### src/rtl/barrel_shift_right_pipe.sv
// Pipelined barrel shifter (LSR/ASR/ROR/LSL) with a valid/ready handshake.
// Stage i applies a 2^i step when its shift bit is set; the whole pipe stalls as one unit.
module barrel_shift_right_pipe #(
  parameter int unsigned WIDTH = 16,
  parameter int unsigned SHW   = 4
) (
  input  logic             clk,
  input  logic             rst_n,
  input  logic             flush,
  input  logic [WIDTH-1:0] in,
  input  logic [SHW-1:0]   shift,
  input  logic [1:0]       op,
  input  logic             in_valid,
  output logic             in_ready,
  output logic [WIDTH-1:0] out,
  output logic             out_valid,
  input  logic             out_ready
);

  localparam int unsigned NS = SHW;

  typedef enum logic [1:0] {
    OpLsr = 2'b00,
    OpAsr = 2'b01,
    OpRor = 2'b10,
    OpLsl = 2'b11
  } op_e;

  // Stage i forwards only the shift bits later stages still need (SHW-1-i bits),
  // packed back to back; this gives the bit offset of stage i's slice.
  function automatic int rem_off(input int i);
    return i * (int'(SHW) - 1) - (i * (i - 1)) / 2;
  endfunction

  localparam int RemBits = rem_off(int'(NS) - 1);

  function automatic logic [WIDTH-1:0] shift_step(input logic [WIDTH-1:0] d,
                                                  input logic [1:0]       o,
                                                  input int unsigned      amt);
    logic [WIDTH-1:0] r;
    case (op_e'(o))
      OpLsr:   r = d >> amt;
      // MSB of every intermediate ASR value is still the original sign bit.
      OpAsr:   r = $signed(d) >>> amt;
      OpRor:   r = (d >> amt) | (d << (WIDTH - amt));
      default: r = d << amt;
    endcase
    return r;
  endfunction

  logic [WIDTH-1:0]   data_q [NS];
  logic [WIDTH-1:0]   data_d [NS];
  logic [NS-1:0]      valid_q, valid_d;
  logic [1:0]         op_q   [NS-1];
  logic [1:0]         op_d   [NS-1];
  logic [RemBits-1:0] rem_q, rem_d;
  logic               adv;

  assign adv       = !valid_q[NS-1] || out_ready;
  assign in_ready  = adv;
  assign out       = data_q[NS-1];
  assign out_valid = valid_q[NS-1];

  for (genvar i = 0; i < NS; i++) begin : g_stage
    localparam int unsigned RemW = SHW - i;
    localparam int unsigned Amt  = 1 << i;

    logic [WIDTH-1:0] src_data;
    logic [1:0]       src_op;
    logic [RemW-1:0]  src_rem;
    logic             src_valid;

    if (i == 0) begin : g_first
      assign src_data  = in;
      assign src_op    = op;
      assign src_rem   = shift;
      assign src_valid = in_valid;
    end else begin : g_next
      assign src_data  = data_q[i-1];
      assign src_op    = op_q[i-1];
      assign src_rem   = rem_q[rem_off(i-1) +: RemW];
      assign src_valid = valid_q[i-1];
    end

    assign data_d[i]  = src_rem[0] ? shift_step(src_data, src_op, Amt) : src_data;
    assign valid_d[i] = src_valid;

    if (i < NS - 1) begin : g_carry
      assign op_d[i]                       = src_op;
      assign rem_d[rem_off(i) +: RemW - 1] = src_rem[RemW-1:1];
    end
  end

  always_ff @(posedge clk or negedge rst_n) begin
    if (!rst_n) begin
      for (int k = 0; k < int'(NS); k++) data_q[k] <= '0;
      for (int k = 0; k < int'(NS) - 1; k++) op_q[k] <= '0;
      rem_q   <= '0;
      valid_q <= '0;
    end else begin
      if (adv) begin
        data_q <= data_d;
        op_q   <= op_d;
        rem_q  <= rem_d;
      end
      // Flush only kills valid bits; stale data behind them is harmless.
      if (flush) begin
        valid_q <= '0;
      end else if (adv) begin
        valid_q <= valid_d;
      end
    end
  end

endmodule

### config.mk
export PLATFORM = sky130hd
export DESIGN_NAME = barrel_shift_right_pipe
export DESIGN_NICKNAME = d
export VERILOG_FILES = /design/src/rtl/barrel_shift_right_pipe.sv
export SDC_FILE = /design/constraint.sdc
export NUM_CORES = 1
export LEC_CHECK = 0
export CORE_MARGIN = 1
export CORE_UTILIZATION = 53
export CTS_BUF_LIST = sky130_fd_sc_hd__clkbuf_8
export CTS_CLUSTER_DIAMETER = 40
export DETAILED_ROUTE_END_ITERATION = 6
export PLACE_DENSITY_LB_ADDON = 0.05
export SLEW_MARGIN = 20
export SYNTH_ARGS = -nofsm -noshare
export SYNTH_HDL_FRONTEND = slang
export SYNTH_SLANG_ARGS = --single-unit
### constraint.sdc
create_clock -name clk -period 1.5 [get_ports clk]
set_input_delay 0.15 -clock clk [delete_from_list [all_inputs] [get_ports clk]]
set_output_delay 0.15 -clock clk [all_outputs]
set_load 0.02 [all_outputs]
### After elaboration in Yosys (flattened, before gate mapping)

Cells that the tools add are included.

| storage, ports and cells | value |
|---|---|
| flip-flop bits (word level) | 80 |
| latch bits | 0 |
| bits in writable memories | 0 |
| ROM bits | 0 |
| output and inout port bits | 18 |
| memories kept | 0 |

| operators by class | value |
|---|---|
| $add $sub $neg | 0 |
| multipliers | 0 |
| divide/modulo/power cells | 0 |
| $lt $le $gt $ge | 0 |
| eq/ne operators | 8 |
| shift-type cells | 0 |
| multiplexer cells | 10 |
| bitwise logic cells | 4 |
| reduce and logical (&&, ||, !) cells | 7 |

Operators with widths:

| operator | count |
|---|---|
| $pmux 16 s3 | 4 |
| $mux 16 | 4 |
| $or 12x16->16 | 1 |
| $or 14x16->16 | 1 |
| $or 15x16->16 | 1 |
| $or 8x16->16 | 1 |
| $eq 2x1->1 const B | 4 |
| $eq 2x2->1 const B | 4 |
| $logic_not 2->1 | 4 |
| $mux 4 | 2 |
| $reduce_bool 2->1 | 1 |
| $logic_not 1->1 | 1 |
| $logic_or 1x1->1 | 1 |

### Logic depth before layout (Yosys ltp)

| logic depth | value |
|---|---|
| depth in word-level cells | 4 |
| depth in mapped cells | 7 |
| depth with buffers taken out | 4 |

### Worst setup path before layout

No wires, ideal clock.

| path | value |
|---|---|
| path type | reg2reg |
| start point | reg valid_q[3] |
| end point | reg data_q, in the netlist g_stage[2].src_data[10] |
| library setup time | 0.131 ns |
| data arrival time | 1.157 ns |
| data required time | 1.369 ns |
| slack | 0.211 ns |
| stages on the path, launching flop included | 8 |
| clock period less this slack | 1.289 ns |
| cells stage by stage | dfrtp_1 > nor2b_4 > buf_6 > inv_4 > buf_6 > buf_6 > nand3b_1 > o211ai_1 |

| on the way | value |
|---|---|
| word-level cells in the longest chain between the ends | 2 |

RTL lines:

| what | RTL line | source |
|---|---|---|
| start, declared | 53 | `logic [NS-1:0] valid_q, valid_d;` |
| start signal, assigned | 110 | `valid_q <= valid_d;` |
| $logic_not 1->1 | 59 | `assign adv = !valid_q[NS-1] \|\| out_ready;` |
| $logic_or 1x1->1 | 59 |  |
| end signal, assigned | 102 | `data_q <= data_d;` |
| end, declared | 51 | `logic [WIDTH-1:0] data_q [NS];` |

Every way passes these cells.
A chain may end at the register's enable or synchronous reset.

### Worst setup path in the final report

| path | value |
|---|---|
| start point | reg valid_q[3] |
| end point | reg data_q, in the netlist out[3] |

Same word-level chain as after synthesis.

==> qor.yml <==
cts.clk_slew.worst_paths_ps: 80
final_core_util_pct: 67.57
ir_worst_vdd_mv: 0.5070
core-area_um2: 7408
final_cell_mix: "nand2_1, dfrtp_1, o21ai_0"
syn_to_final_growth_pct: 20.08
worst_setup_path_start_kind: "flip-flop"
synth_cells: 461
rsz0062_at_grt: "no"
worstPathMaxFanout: 10
clock-sinks: 80
seq_area_frac_synth_pct: 48.02
power_density_nw_per_um2: 1075
clock_path_buffers: 2
synthDistinctLibCells: 33
port_buffers: 44
ys_ff_latch: 80
leakage_nw: 2.274
syn-num-nets: 488
fin_setup_tns_ps: 0
place_hpwl_mm: 6.972
ys.warnings.count: 0
fin_crit_ps: 1460
required_ps: 1730
dieHeight_um: 90.69
antenna_found_initial: 0
diodes: 0
place_congestion: 0.9198
path_class: "flip-flop to flip-flop"
io_pins: 45
synthesis.area_um2: 4169
grt_pass1_wl_mm: 16.15
drive_gt1_share_pct: 11.09
wirelength_mm: 9.074
max_cap_viol_count: 0
hold_path_class: "input port to async pin"
dieArea_um2: 8225
path_common_cell: "buf_4"
hold_ws_ps: 309.6
slowest_stage: "a221oi_1"
rows: 31
fin_worst_skew_ps: 10.26
grt_max_degree: 44
start_util_pct: 56.27
max_freq_mhz: 684.8
critPathMaxStageDelay_ps: 410
final_antenna_net_count: 0
power_mw: 5.382
avgSynthCellArea_um2: 9.043
end_kind: "flip-flop"
first_pass_iters: 4
hold_violations: 0
numCtsBuffers: 9
drc: 0
layout_commonest_cell: "nand2_1"
cts_tree: "done"
wl_per_cell_um: 14.80
drt_iter0_drc: 106
nFillCells: 613
final_nets: 536
gr-total-overflow: 0
finalMaxSlewViolations: 0
period_share_pct: 97.35
clock_latency_ps: 360
path_cells: "nor2b_4, buf_4, buf_4, a221oi_1, nor2_1"
slew_headroom_pct: 65.04
num_vias: 3455
grt_pass1_vias: 3401
cts-htree-levels: 3
track_usage_pct: 24.42
dieWidth_um: 90.69
setup_viol_count_final: 0
status: "completed"
cp.arrival_ps: 1690
cts-root-buf: "clkbuf_8"
vias_per_cell: 5.636
tightest_slew_ps: 524.4
-- sequential cells by signal (all words and copies together) (netlist names) --
register          cells
g_stage.src_data     48
g_stage.src_op        6
out                  16
rem_q                 6
valid_q               4
-- report_power, final --
| part | internal (mW) | switching [mW] | total, mW | leakage (nW) |
|---|---|---|---|---|
| clock | 0.871 | 0.786 | 1.66 | 0.106 |
| combinational | 0.522 | 0.524 | 1.05 | 1.22 |
| sequential | 2.43 | 0.249 | 2.68 | 0.952 |
-- per-layer routing --
metal / up-vias / track usage, % / part of all wire, %
met1: 1629 / 28.63 / 41
met3: 27 / 3.956 / 2.3
met4: 0 / 14.78 / 4.9
li1: 1729 / - / -
met2: 70 / 41.86 / 52
met5: - / 0 / 0
-- worst max-delay path: cells and delay by family (launching register included) --
| family | cells | cell delay (ps) |
|---|---|---|
| DFF | 1 | 390 |
| AOI/OAI and AO/OA | 1 | 410 |
| and+or+nand+nor | 2 | 220 |
| buffers and inverters | 2 | 330 |
-- cells in the mapped netlist (all sizes together) --
master     n  area share (%)
a211oi    25             4.5
nand4      1            0.15
nand3      2            0.24
nor2b     11             1.8
o21ai     70             8.4
clkbuf     5            0.45
nor3       4            0.48
a21boi     1            0.27
dfrtp     80              48
inv        5            0.51
nor2      22             2.0
a311oi     1            0.36
a21oi      3            0.36
buf       31             5.0
a2bb2oi    2            0.42
mux2i     15             3.6
o211ai    15             2.8
mux2       5             1.4
and3      29             4.4
a31oi      7             1.1
a221oi     8             1.7
nand3b    13             2.3
nand2    106             9.8
-- timing repair --
item                                    CTS  global route
cloned                                    0             0
resized for setup                         1             8
setup buffers                             0             0
hold endpoints to repair                 36             0
endpoints found under the setup margin    1             8
hold buffers                              1             0
-- through the flow --
stage / instances / cell area, um2 / setup WS, ps
6_report: 613 / 5006 / 39.82
3_3_place_gp: 596 / 4762 / -133.5
4_1_cts: 613 / 4986 / 3.411
5_1_grt: 613 / 5006 / 3.422
3_5_place_dp: 596 / 4762 / -160.2
2_1_floorplan: 461 / 4169 / 211.4
-- cell type report --
type	count	area, um2	area share (%)
clock buffer	11	151.4	3.024
clock inverter	5	63.81	1.275
inverter	5	21.27	0.4249
multi-input combinational	340	1917	38.29
sequential	80	2002	39.99
tap	99	123.9	2.474
timing repair buffer	73	726.9	14.52
-- final timing paths --
| kind | startpoint | endpoint | slack [ps] | cells past startpoint |
|---|---|---|---|---|
| min reg2reg | rem_q[2] | rem_q[2] | 470 | 2 |
| max | valid_q[3] | out[3] | 40 | 5 |
| max reg2reg | valid_q[3] | out[3] | 40 | 5 |
| min in group clk | shift[2] | rem_q[1] | 320 | 3 |
| min | rst_n | g_stage[2].src_data[7] | 310 | 2 |
| max in group asynchronous | rst_n | g_stage[1].src_data[13] | 680 | 3 |
-- cells by family (layout without fill, tap and decap cells) --
group	count (synthesis)	in the layout	share of synthesized area, %
compound gates	132	132	19.87
mux	20	20	4.952
flops	80	80	48.02
buf+inv	41	94	6.002
simple gates	188	188	21.16
(Power assumes the default switching activity.)
